==> src/rtl/xgmii_pkg.sv <==
// rtl/xgmii_pkg.sv - shared XGMII control characters and packer state encoding
package xgmii_pkg;

  localparam logic [7:0]  XGMII_IDLE      = 8'h07;
  localparam logic [7:0]  XGMII_START     = 8'hFB;
  localparam logic [7:0]  XGMII_TERM      = 8'hFD;
  localparam logic [7:0]  XGMII_ERROR     = 8'hFE;
  localparam logic [63:0] XGMII_IDLE_WORD = {8{XGMII_IDLE}};
  localparam logic [7:0]  XGMII_IDLE_CTRL = 8'hFF;

  typedef enum logic [1:0] {
    IDLE,
    DATA,
    TERM
  } state_t;

endpackage

==> src/rtl/xgmii_packer.sv <==
// rtl/xgmii_packer.sv - packs 1/2/4-byte beats into 64-bit XGMII words; PACKER_ERR_EN maps in_er onto /E/
module xgmii_packer
  import xgmii_pkg::*;
#(
  parameter int IN_BYTES = 1
) (
  input  logic                  xgmii_clk,
  input  logic                  sys_rst,
  input  logic                  in_en,
  input  logic [IN_BYTES-1:0]   in_dv,
  input  logic [8*IN_BYTES-1:0] in_d,
  input  logic [IN_BYTES-1:0]   in_er,
  output logic [63:0]           xgmii_rxd,
  output logic [7:0]            xgmii_rxc,
  output logic                  xgmii_valid
);

  state_t              state, state_nx;
  logic [2:0]          ptr, ptr_nx;
  logic [63:0]         acc_d, acc_d_nx;
  logic [7:0]          acc_c, acc_c_nx;
  logic [63:0]         rxd_nx;
  logic [7:0]          rxc_nx;
  logic                valid_nx;

  logic [63:0]         cur_d, ovf_d;
  logic [7:0]          cur_c, ovf_c;
  logic [7:0]          lane_d [IN_BYTES];
  logic [IN_BYTES-1:0] lane_c;
  logic [3:0]          lane_pos [IN_BYTES];
  logic [IN_BYTES-1:0] err_mask;
  logic                start, take, last;
  logic [2:0]          base;
  logic [3:0]          count, term_pos;

`ifdef PACKER_ERR_EN
  assign err_mask = in_er;
`else
  logic unused_er;
  assign err_mask  = '0;
  assign unused_er = ^in_er;
`endif

  // TERM behaves like IDLE for incoming beats: a start beat may land while the TERM word goes out.
  assign start = in_en && in_dv[0] && (state != DATA);
  assign take  = in_en && (state == DATA);
  assign last  = ~&in_dv;
  assign base  = start ? 3'd0 : ptr;

  for (genvar i = 0; i < IN_BYTES; i++) begin : g_lane
    assign lane_pos[i] = {1'b0, base} + 4'(i);
    if (i == 0) begin : g_first
      assign lane_d[i] = start ? XGMII_START : (err_mask[i] ? XGMII_ERROR : in_d[8*i +: 8]);
      assign lane_c[i] = start | err_mask[i];
    end else begin : g_rest
      assign lane_d[i] = err_mask[i] ? XGMII_ERROR : in_d[8*i +: 8];
      assign lane_c[i] = err_mask[i];
    end
  end

  always_comb begin
    count = '0;
    for (int i = 0; i < IN_BYTES; i++) count = count + {3'd0, in_dv[i]};
  end

  assign term_pos = {1'b0, base} + count;

  // Lanes past 7 spill into ovf, which seeds the next accumulator word.
  always_comb begin
    cur_d = start ? XGMII_IDLE_WORD : acc_d;
    cur_c = start ? XGMII_IDLE_CTRL : acc_c;
    ovf_d = XGMII_IDLE_WORD;
    ovf_c = XGMII_IDLE_CTRL;
    for (int i = 0; i < IN_BYTES; i++) begin
      if (in_dv[i]) begin
        if (lane_pos[i][3]) begin
          ovf_d[{lane_pos[i][2:0], 3'b000} +: 8] = lane_d[i];
          ovf_c[lane_pos[i][2:0]]                = lane_c[i];
        end else begin
          cur_d[{lane_pos[i][2:0], 3'b000} +: 8] = lane_d[i];
          cur_c[lane_pos[i][2:0]]                = lane_c[i];
        end
      end
    end
    if (take && last) begin
      if (term_pos[3]) begin
        ovf_d[{term_pos[2:0], 3'b000} +: 8] = XGMII_TERM;
        ovf_c[term_pos[2:0]]                = 1'b1;
      end else begin
        cur_d[{term_pos[2:0], 3'b000} +: 8] = XGMII_TERM;
        cur_c[term_pos[2:0]]                = 1'b1;
      end
    end
  end

  always_comb begin
    state_nx = state;
    ptr_nx   = ptr;
    acc_d_nx = acc_d;
    acc_c_nx = acc_c;
    rxd_nx   = xgmii_rxd;
    rxc_nx   = xgmii_rxc;
    valid_nx = 1'b0;

    if (state == TERM) begin
      rxd_nx   = acc_d;
      rxc_nx   = acc_c;
      valid_nx = 1'b1;
      state_nx = IDLE;
      ptr_nx   = '0;
      acc_d_nx = XGMII_IDLE_WORD;
      acc_c_nx = XGMII_IDLE_CTRL;
    end

    if (start) begin
      state_nx = DATA;
      ptr_nx   = term_pos[2:0];
      acc_d_nx = cur_d;
      acc_c_nx = cur_c;
    end else if (take) begin
      if (last) begin
        rxd_nx   = cur_d;
        rxc_nx   = cur_c;
        valid_nx = 1'b1;
        ptr_nx   = '0;
        acc_d_nx = ovf_d;
        acc_c_nx = ovf_c;
        state_nx = term_pos[3] ? TERM : IDLE;
      end else begin
        ptr_nx = term_pos[2:0];
        if (term_pos[3]) begin
          rxd_nx   = cur_d;
          rxc_nx   = cur_c;
          valid_nx = 1'b1;
          acc_d_nx = ovf_d;
          acc_c_nx = ovf_c;
        end else begin
          acc_d_nx = cur_d;
          acc_c_nx = cur_c;
        end
      end
    end
  end

  always_ff @(posedge xgmii_clk) begin
    if (sys_rst) begin
      state       <= IDLE;
      ptr         <= '0;
      acc_d       <= XGMII_IDLE_WORD;
      acc_c       <= XGMII_IDLE_CTRL;
      xgmii_rxd   <= XGMII_IDLE_WORD;
      xgmii_rxc   <= XGMII_IDLE_CTRL;
      xgmii_valid <= 1'b0;
    end else begin
      state       <= state_nx;
      ptr         <= ptr_nx;
      acc_d       <= acc_d_nx;
      acc_c       <= acc_c_nx;
      xgmii_rxd   <= rxd_nx;
      xgmii_rxc   <= rxc_nx;
      xgmii_valid <= valid_nx;
    end
  end

endmodule

==> config.mk <==
export PLATFORM = sky130hd
export DESIGN_NAME = xgmii_packer
export DESIGN_NICKNAME = d
export VERILOG_FILES = /design/src/rtl/xgmii_pkg.sv /design/src/rtl/xgmii_packer.sv
export SDC_FILE = /design/constraint.sdc
export NUM_CORES = 1
export LEC_CHECK = 0
export ABC_AREA = 1
export CAP_MARGIN = 0
export CORE_UTILIZATION = 35
export DETAILED_ROUTE_END_ITERATION = 7
export HOLD_SLACK_MARGIN = 0.06
export PLACE_DENSITY = 0.63
export SLEW_MARGIN = 20
export SYNTH_ARGS = -nofsm -noshare
export SYNTH_HDL_FRONTEND = slang
export SYNTH_SLANG_ARGS = --single-unit
export TNS_END_PERCENT = 30
==> constraint.sdc <==
create_clock -name xgmii_clk -period 3.3 [get_ports xgmii_clk]
set_input_delay 0.33 -clock xgmii_clk [delete_from_list [all_inputs] [get_ports xgmii_clk]]
set_output_delay 0.33 -clock xgmii_clk [all_outputs]
set_load 0.05 [all_outputs]
==> key figures, run 1 <==
Clock tree
  – Number of setup buffers added after CTS: 0
  – Cts hold-fix bufs: 0
  – Clock tree from TritonCTS: yes
  – Deepest level of the CTS H-tree: 4
  – Sinks on Clock Net: 150
  – Clock buffers created by TritonCTS: 17
  – Root buffer cell: clkbuf_16
  – Clock input transition at the sequential cells of the worst setup and hold paths: 0.06 ns
  – Clock latency on the worst-skew pair: 0.43 ns
  – Max clock buf depth: 2
  – Post-CTS sizing: 0

Pwr
  – Leakage power figure: 4.34 nW
  – Worst ir drop on vdd: 0.350 mV
  – Power density over cell area: 478 nW/um2
  – Overall power: 4.83 mW

Detailed routing
  – Highest routed layer: met4
  – DR pass1 iterations: 5
  – Remaining design rule violation count: 0
  – Via Count: around 8,500
  – Met2 WL post-DR: around 12,000 um
  – DR WL met3: 1770 um
  – Routed via count divided by cell count: approximately 5.2
  – Starting DRC count in detailed routing: between 600 and 700
  – Routed len/inst: 16.2 um
  – Total Routed Length: 26,600 um
  – Number of routed nets with antenna violations: 0
  – Wire length on met1: 12,300 um

STA
  – Fin crit share: 87.5%
  – Sum Neg Setup Slack: 0 ns
  – Setup violations, final: 0
  – Shortest period the worst path allows: 2.89 ns
  – Post-route worst setup slack: approximately 0.41 ns
  – Peak Freq: 346 MHz
  – RSZ-0062 raised after global routing: no
  – Tightest slew margin relative to the limit: 45.9%
  – Transition at the pin with the smallest max-transition slack: 0.811 ns
  – Max-slew violation total from the final report: 0
  – Number of hold violations in the final report: 0
  – Worst Skew: 0.0112 ns

Hold path
  – HP Start: sys_rst
  – Tightest Hold Check Type: in2reg
  – Worst-case hold path end point: acc_d[50]
  – Hold Path Depth: 3

Floorplanning
  – Core Area: 22,900 um2
  – Starting density of the core: 36.1%
  – Ports: 86
  – Standard-cell row count: 55
  – Floorplan die width: 156 um
  – Vertical extent of the die: 156 um
  – Die area: 24,300 um2

Run
  – Number of max-cap violations: 0

Worst setup path
  – Terminus of the critical flop-to-flop path: xgmii_rxd[15]
  – Worst R2R Start: state[0]
  – Critical Path Start Type: register
  – Critical Path Fanout Max: 6
  – Worst EP arrival: 3.25 ns
  – Sort of element at the end of the critical path: register
  – Worst reg2reg setup slack: 0.41 ns
  – FF-to-FF path depth: 12
  – Data required time at the worst endpoint: 3.66 ns
  – Type of the setup path with the least slack: reg2reg

Status
  – Outcome: completed

Global routing
  – Largest net degree at the start of global routing: 65
  – Initial antenna violation count: 0
  – Vias in the first global route: about 8,000
  – Combined global-route utilization of all metal layers: 22.8%
  – First-pass GRT wire length: approximately 43,000 um
  – Global-route congestion overflow total: 0

Synthesis
  – Library cell with the highest instance count after synthesis: nand2_1
  – Cell area after synthesis: approximately 8300 um2
  – Synth area leaders: dfxtp_1 36%, nand2_1 16%, nand3_1 7.1%
  – Cells after Synth: between 1,000 and 1,500
  – Flip-flop cell with the highest count after synthesis: dfxtp_1
  – EDFF count, synth: 0
  – Synthesized area per cell: roughly 6.6 um2
  – Synthesized Nets: between 1,000 and 1,500
  – Fraction of registers with async set or reset after synthesis: 0%
  – Area share of the leading cell type in the synthesized netlist: 36.3%
  – Post-synth top cells: 352 x nand2_1, 150 x dfxtp_1, 121 x nor2_1
  – Cell type with the largest total area after synthesis: dfxtp_1
  – Sequential cell area fraction in the yosys report: between 30% and 40%
  – Yosys cell types: 47
  – Synth Register Bits: 150
  – Number of synthesis warnings: 0

Placed design
  – Routability cong.: 0.886
  – Total half-perimeter wirelength after legalization and detailed placement: 18,000 um
  – Count of input and output buffers: 84
  – Setup Slack @ Placement: 0.0201 ns

Cells and area
  – Count of inserted antenna diode cells: 0
  – Layout cell share with drive strength beyond 1: 11.1%
  – P&R area growth vs syn: 22.3%
  – Net total in the final layout: 1,338
[cells in the final DEF, fill, tap and decap left out, types with 7 or more instances in the layout]
cell type	n
a21oi_1	72
buf_4	47
clkbuf_16	17
clkdlybuf4s50_1	83
dfxtp_1	150
inv_1	85
inv_2	12
nand2_1	352
nand2_2	10
nand3_1	118
nand4_1	18
nor2_1	120
nor3_1	8
o211ai_1	24
o21ai_0	83
o21ai_1	32
o22ai_1	14
or2_2	7
[metal layers]
| layer | vias up | track usage, % |
|---|---|---|
| li1 | 4240 | - |
| met2 | 296 | 36.9 |
| met5 | - | 0 |
| met3 | 38 | 4.06 |
| met1 | 3907 | 31.0 |
| met4 | 0 | 6.35 |
[state kept, by name, summed over array words and instances, names as in the netlist]
signal       count
xgmii_valid      1
xgmii_rxd       64
acc_d           64
xgmii_rxc        8
ptr              3
state            2
acc_c            8
[worst max path at each step]
stage	slack, ns	to	start	depth (start not counted)
finish	0.41	xgmii_rxd[15]	state[0]	12
global placement	0.05	acc_d[39]	in_dv	17
CTS	0.43	acc_d[39]	state[1]	16
global route	0.19	acc_d[38]	state[1]	16
detailed placement	0.02	acc_d[39]	in_dv	17
floorplan	0.37	acc_d[37]	state[1]	18
[layout make-up]
class                   instances  area [um2]
multi-input cells             919        4510
flip-flops and latches        150        3000
well taps                     313         392
inverters                      99         375
clock buffers                  20         467
clock inverters                11         170
fillers                      2344       12800
repair buffers                132        1210
[worst max-delay path, stage by stage, from the launching register on]
cell and delay [ns]:
dfxtp_1 0.46, nand2_4 0.13, nand2_8 0.11, nand2_8 0.06, buf_4 0.18, ha_1 0.20
ha_1 0.32, buf_4 0.21, nor3_1 0.53, a21oi_1 0.25, nand2_1 0.14, o21ai_0 0.09
a21oi_1 0.13
[kinds of logic (layout without fill, tap and decap cells)]
| family | count (synthesis) | in the layout | share of synthesized area, % |
|---|---|---|---|
| and+or+nand+nor | 668 | 668 | 36.4 |
| buffers and inverters | 178 | 262 | 9.46 |
| adders and majority gates | 6 | 6 | 0.907 |
| AOI/OAI and AO/OA | 243 | 243 | 16.7 |
| muxes | 2 | 2 | 0.242 |
| DFF | 150 | 150 | 36.3 |
[where the power goes]
part	total, mW	internal, mW	switching, mW
Sequential	1.91	1.87	0.0401
Combinational	0.791	0.245	0.546
Clock	2.13	1.32	0.806
[stage by stage]
stage | area, um2 | utilization [%] | hold slack [ns] | std cells
finish | 10100 | 44.2 | 0.454 | 1644
floorplan | 8280 | - | 0.442 | 1247
detailed placement | 9490 | 41.4 | 0.455 | 1613
global route | 10100 | 44.2 | 0.485 | 1644
global placement | 9490 | 41.4 | 0.452 | 1613
CTS | 10100 | 44.2 | 0.442 | 1644
Note: power is estimated with default switching activity, not from simulation.
==> run 2: changes to the inputs <==
Settings changed: CORE_MARGIN set to 5, HOLD_SLACK_MARGIN 0.06 to not set.
==> run 2 against run 1 <==
Effect of this change:
- power is 1.6% higher
- highest routed layer unchanged
- via count is 1.7% higher
- clock power is 3% higher
- largest cell class unchanged
- critical path depth is 4 higher
- combinational power is 1% higher
- wire length is 2.3% higher
- maximum frequency is 0.43% lower
- largest power group unchanged
- worst setup slack worse by 0.013 ns
==> key figures, run 2 (synthesis results as in run 1) <==
Floorplanning
  – Starting density of the core: between 30% and 40%
  – Standard-cell row count: 56
  – Vertical extent of the die: about 160 um
  – Ports: 86
  – Floorplan die width: 164 um
  – Core Area: 23,400 um2
  – Die area: 26,800 um2

STA
  – Tightest slew margin relative to the limit: 40.7%
  – Transition at the pin with the smallest max-transition slack: between 0.8 and 0.9 ns
  – Setup violations, final: 0
  – Max-slew violation total from the final report: 0
  – Fin crit share: 87.9%
  – Peak Freq: 345 MHz
  – Sum Neg Setup Slack: 0 ns
  – Worst Skew: between 0.008 and 0.009 ns
  – Shortest period the worst path allows: 2.90 ns
  – Number of hold violations in the final report: 0
  – RSZ-0062 raised after global routing: no
  – Final-layout worst hold slack: 0.456 ns

Detailed routing
  – DR pass1 iterations: 5
  – Total Routed Length: 27,300 um
  – Remaining design rule violation count: 0
  – Number of routed nets with antenna violations: 0
  – Starting DRC count in detailed routing: 804
  – Routed via count divided by cell count: 5.22
  – Routed len/inst: roughly 16 um
  – Via Count: 8,625

Cells and area
  – Net total in the final layout: 1,340
  – Post-Layout Cell Count: 1,653
  – P&R area growth vs syn: 22.7%
  – Count of inserted antenna diode cells: 0
  – Highest-count cells in the layout ignoring fill and taps: 352 x nand2_1, 150 x dfxtp_1, 120 x nor2_1
  – Layout cell share with drive strength beyond 1: about 11%
  – Most common library cell in the layout ignoring fill and taps: nand2_1
  – Fill cells: 2,495
  – Biggest registers after layout: acc_d: 64 flops, xgmii_rxd: 64 flops

Placed design
  – Count of input and output buffers: 84
  – Total half-perimeter wirelength after legalization and detailed placement: 18,100 um
  – Routability cong.: 0.916
  – Cells after DPL: 1,621

Clock tree
  – Post-CTS sizing: 0
  – Deepest level of the CTS H-tree: 4
  – Cts hold-fix bufs: 0
  – Number of setup buffers added after CTS: 0
  – Clock tree from TritonCTS: yes
  – Root buffer cell: clkbuf_16
  – Sinks on Clock Net: 150
  – Clock input transition at the sequential cells of the worst setup and hold paths: 0.06 ns
  – Max clock buf depth: 2
  – Clock latency on the worst-skew pair: about 0.43 ns
  – Clock buffers created by TritonCTS: 17

Pwr
  – Power density over cell area: around 480 nW/um2
  – Worst ir drop on vdd: approximately 0.34 mV
  – Leakage power figure: ~4.4 nW

Global routing
  – Initial antenna violation count: 0
  – Vias in the first global route: 8,124
  – First-pass GRT wire length: 43,700 um
  – Met1 routing resource usage after global routing: 28.1%
  – Combined global-route utilization of all metal layers: 20.5%
  – Largest net degree at the start of global routing: 81
  – Global routing met2 resource utilization: roughly a third
  – GR Util met3: under 10%
  – Global-route congestion overflow total: 0
  – Layer with the highest usage after global routing: met2

Hold path
  – Tightest Hold Check Type: in2reg
  – HP Start: sys_rst

Worst setup path
  – Type of the setup path with the least slack: reg2reg
  – CP top delay family: simple AND/OR/NAND/NOR gates
  – Critical Path Start Type: register
  – Sort of element at the end of the critical path: register
  – Slowest CP cell: dfxtp_1
  – Critical Path Fanout Max: 13
  – Worst R2R Start: state[1]
  – Delay of the slowest cell on the worst path: 0.33 ns
  – Critical Path, Cell by Cell: inv_1 > nand2_4 > nand2_8 > nand2_8 > nor2_4 > ha_1 > inv_1 > ha_1 > ha_1 > inv_1 > or2_2 > nor4_2 > nand2_2 > nand3_1 > nand2_1 > a21oi_1
  – Critical path buffers and inverters: 3
  – Beginning of the critical path: state[1]
  – Data required time at the worst endpoint: ~3.7 ns
  – Worst EP arrival: roughly 3.3 ns

Status
  – Outcome: completed

Run
  – Number of max-cap violations: 0
## run 2: cell types whose count changed in the layout (fill, tap and decap cells not counted), sizes merged
cell	change
clkbuf	-2
bufinv	+1
buf	+2
inv	+3
clkinvlp	-1
## run 2: routing by layer
layer | vias to the layer above | share of wire, %
li1 | 4250 | -
met1 | 4038 | 46
met2 | 303 | 46
met3 | 34 | 6.6
met4 | 0 | 1.7
met5 | - | 0
## run 2: worst paths after layout
path / endpoint / slack (ns) / depth (start not counted)
setup / recovery: acc_d[39] / 0.40 / 16
hold reg to reg: acc_d[20] / 0.47 / 2
hold / removal: acc_d[49] / 0.46 / 4
setup reg to reg: acc_d[39] / 0.40 / 16
## run 2: metrics by stage
step                      total power, mW  setup WS [ns]  instance area [um2]  utilization (%)
final                                4.91          0.400                10200             43.4
after global routing                 5.09          0.124                10200             43.4
after CTS                            4.93          0.406                10200             43.4
after detailed placement             2.75       -0.00647                 9510             40.6
after global placement               2.74         0.0375                 9510             40.6
after floorplan                      2.49          0.372                 8280                -
## run 2: final cells by class
class,count,area [um2],area share [%]
clock buffer,18,429,4.23
clock inverter,14,219,2.16
inverter,99,375,3.70
multi-input combinational,919,4510,44.4
sequential,150,3000,29.6
tap,319,399,3.93
timing repair buffer,134,1220,12.0
## run 2: power by group
part           internal, mW  switching [mW]  leakage (nW)
combinational         0.248           0.551          2.83
sequential             1.87          0.0404          1.22
clock                  1.35           0.849         0.312
total                  3.47            1.44          4.36
## run 2: worst min-delay path, cell delays in order
cell and delay [ns]:
buf_2 0.09, inv_2 0.04, buf_4 0.27, nand2_1 0.12
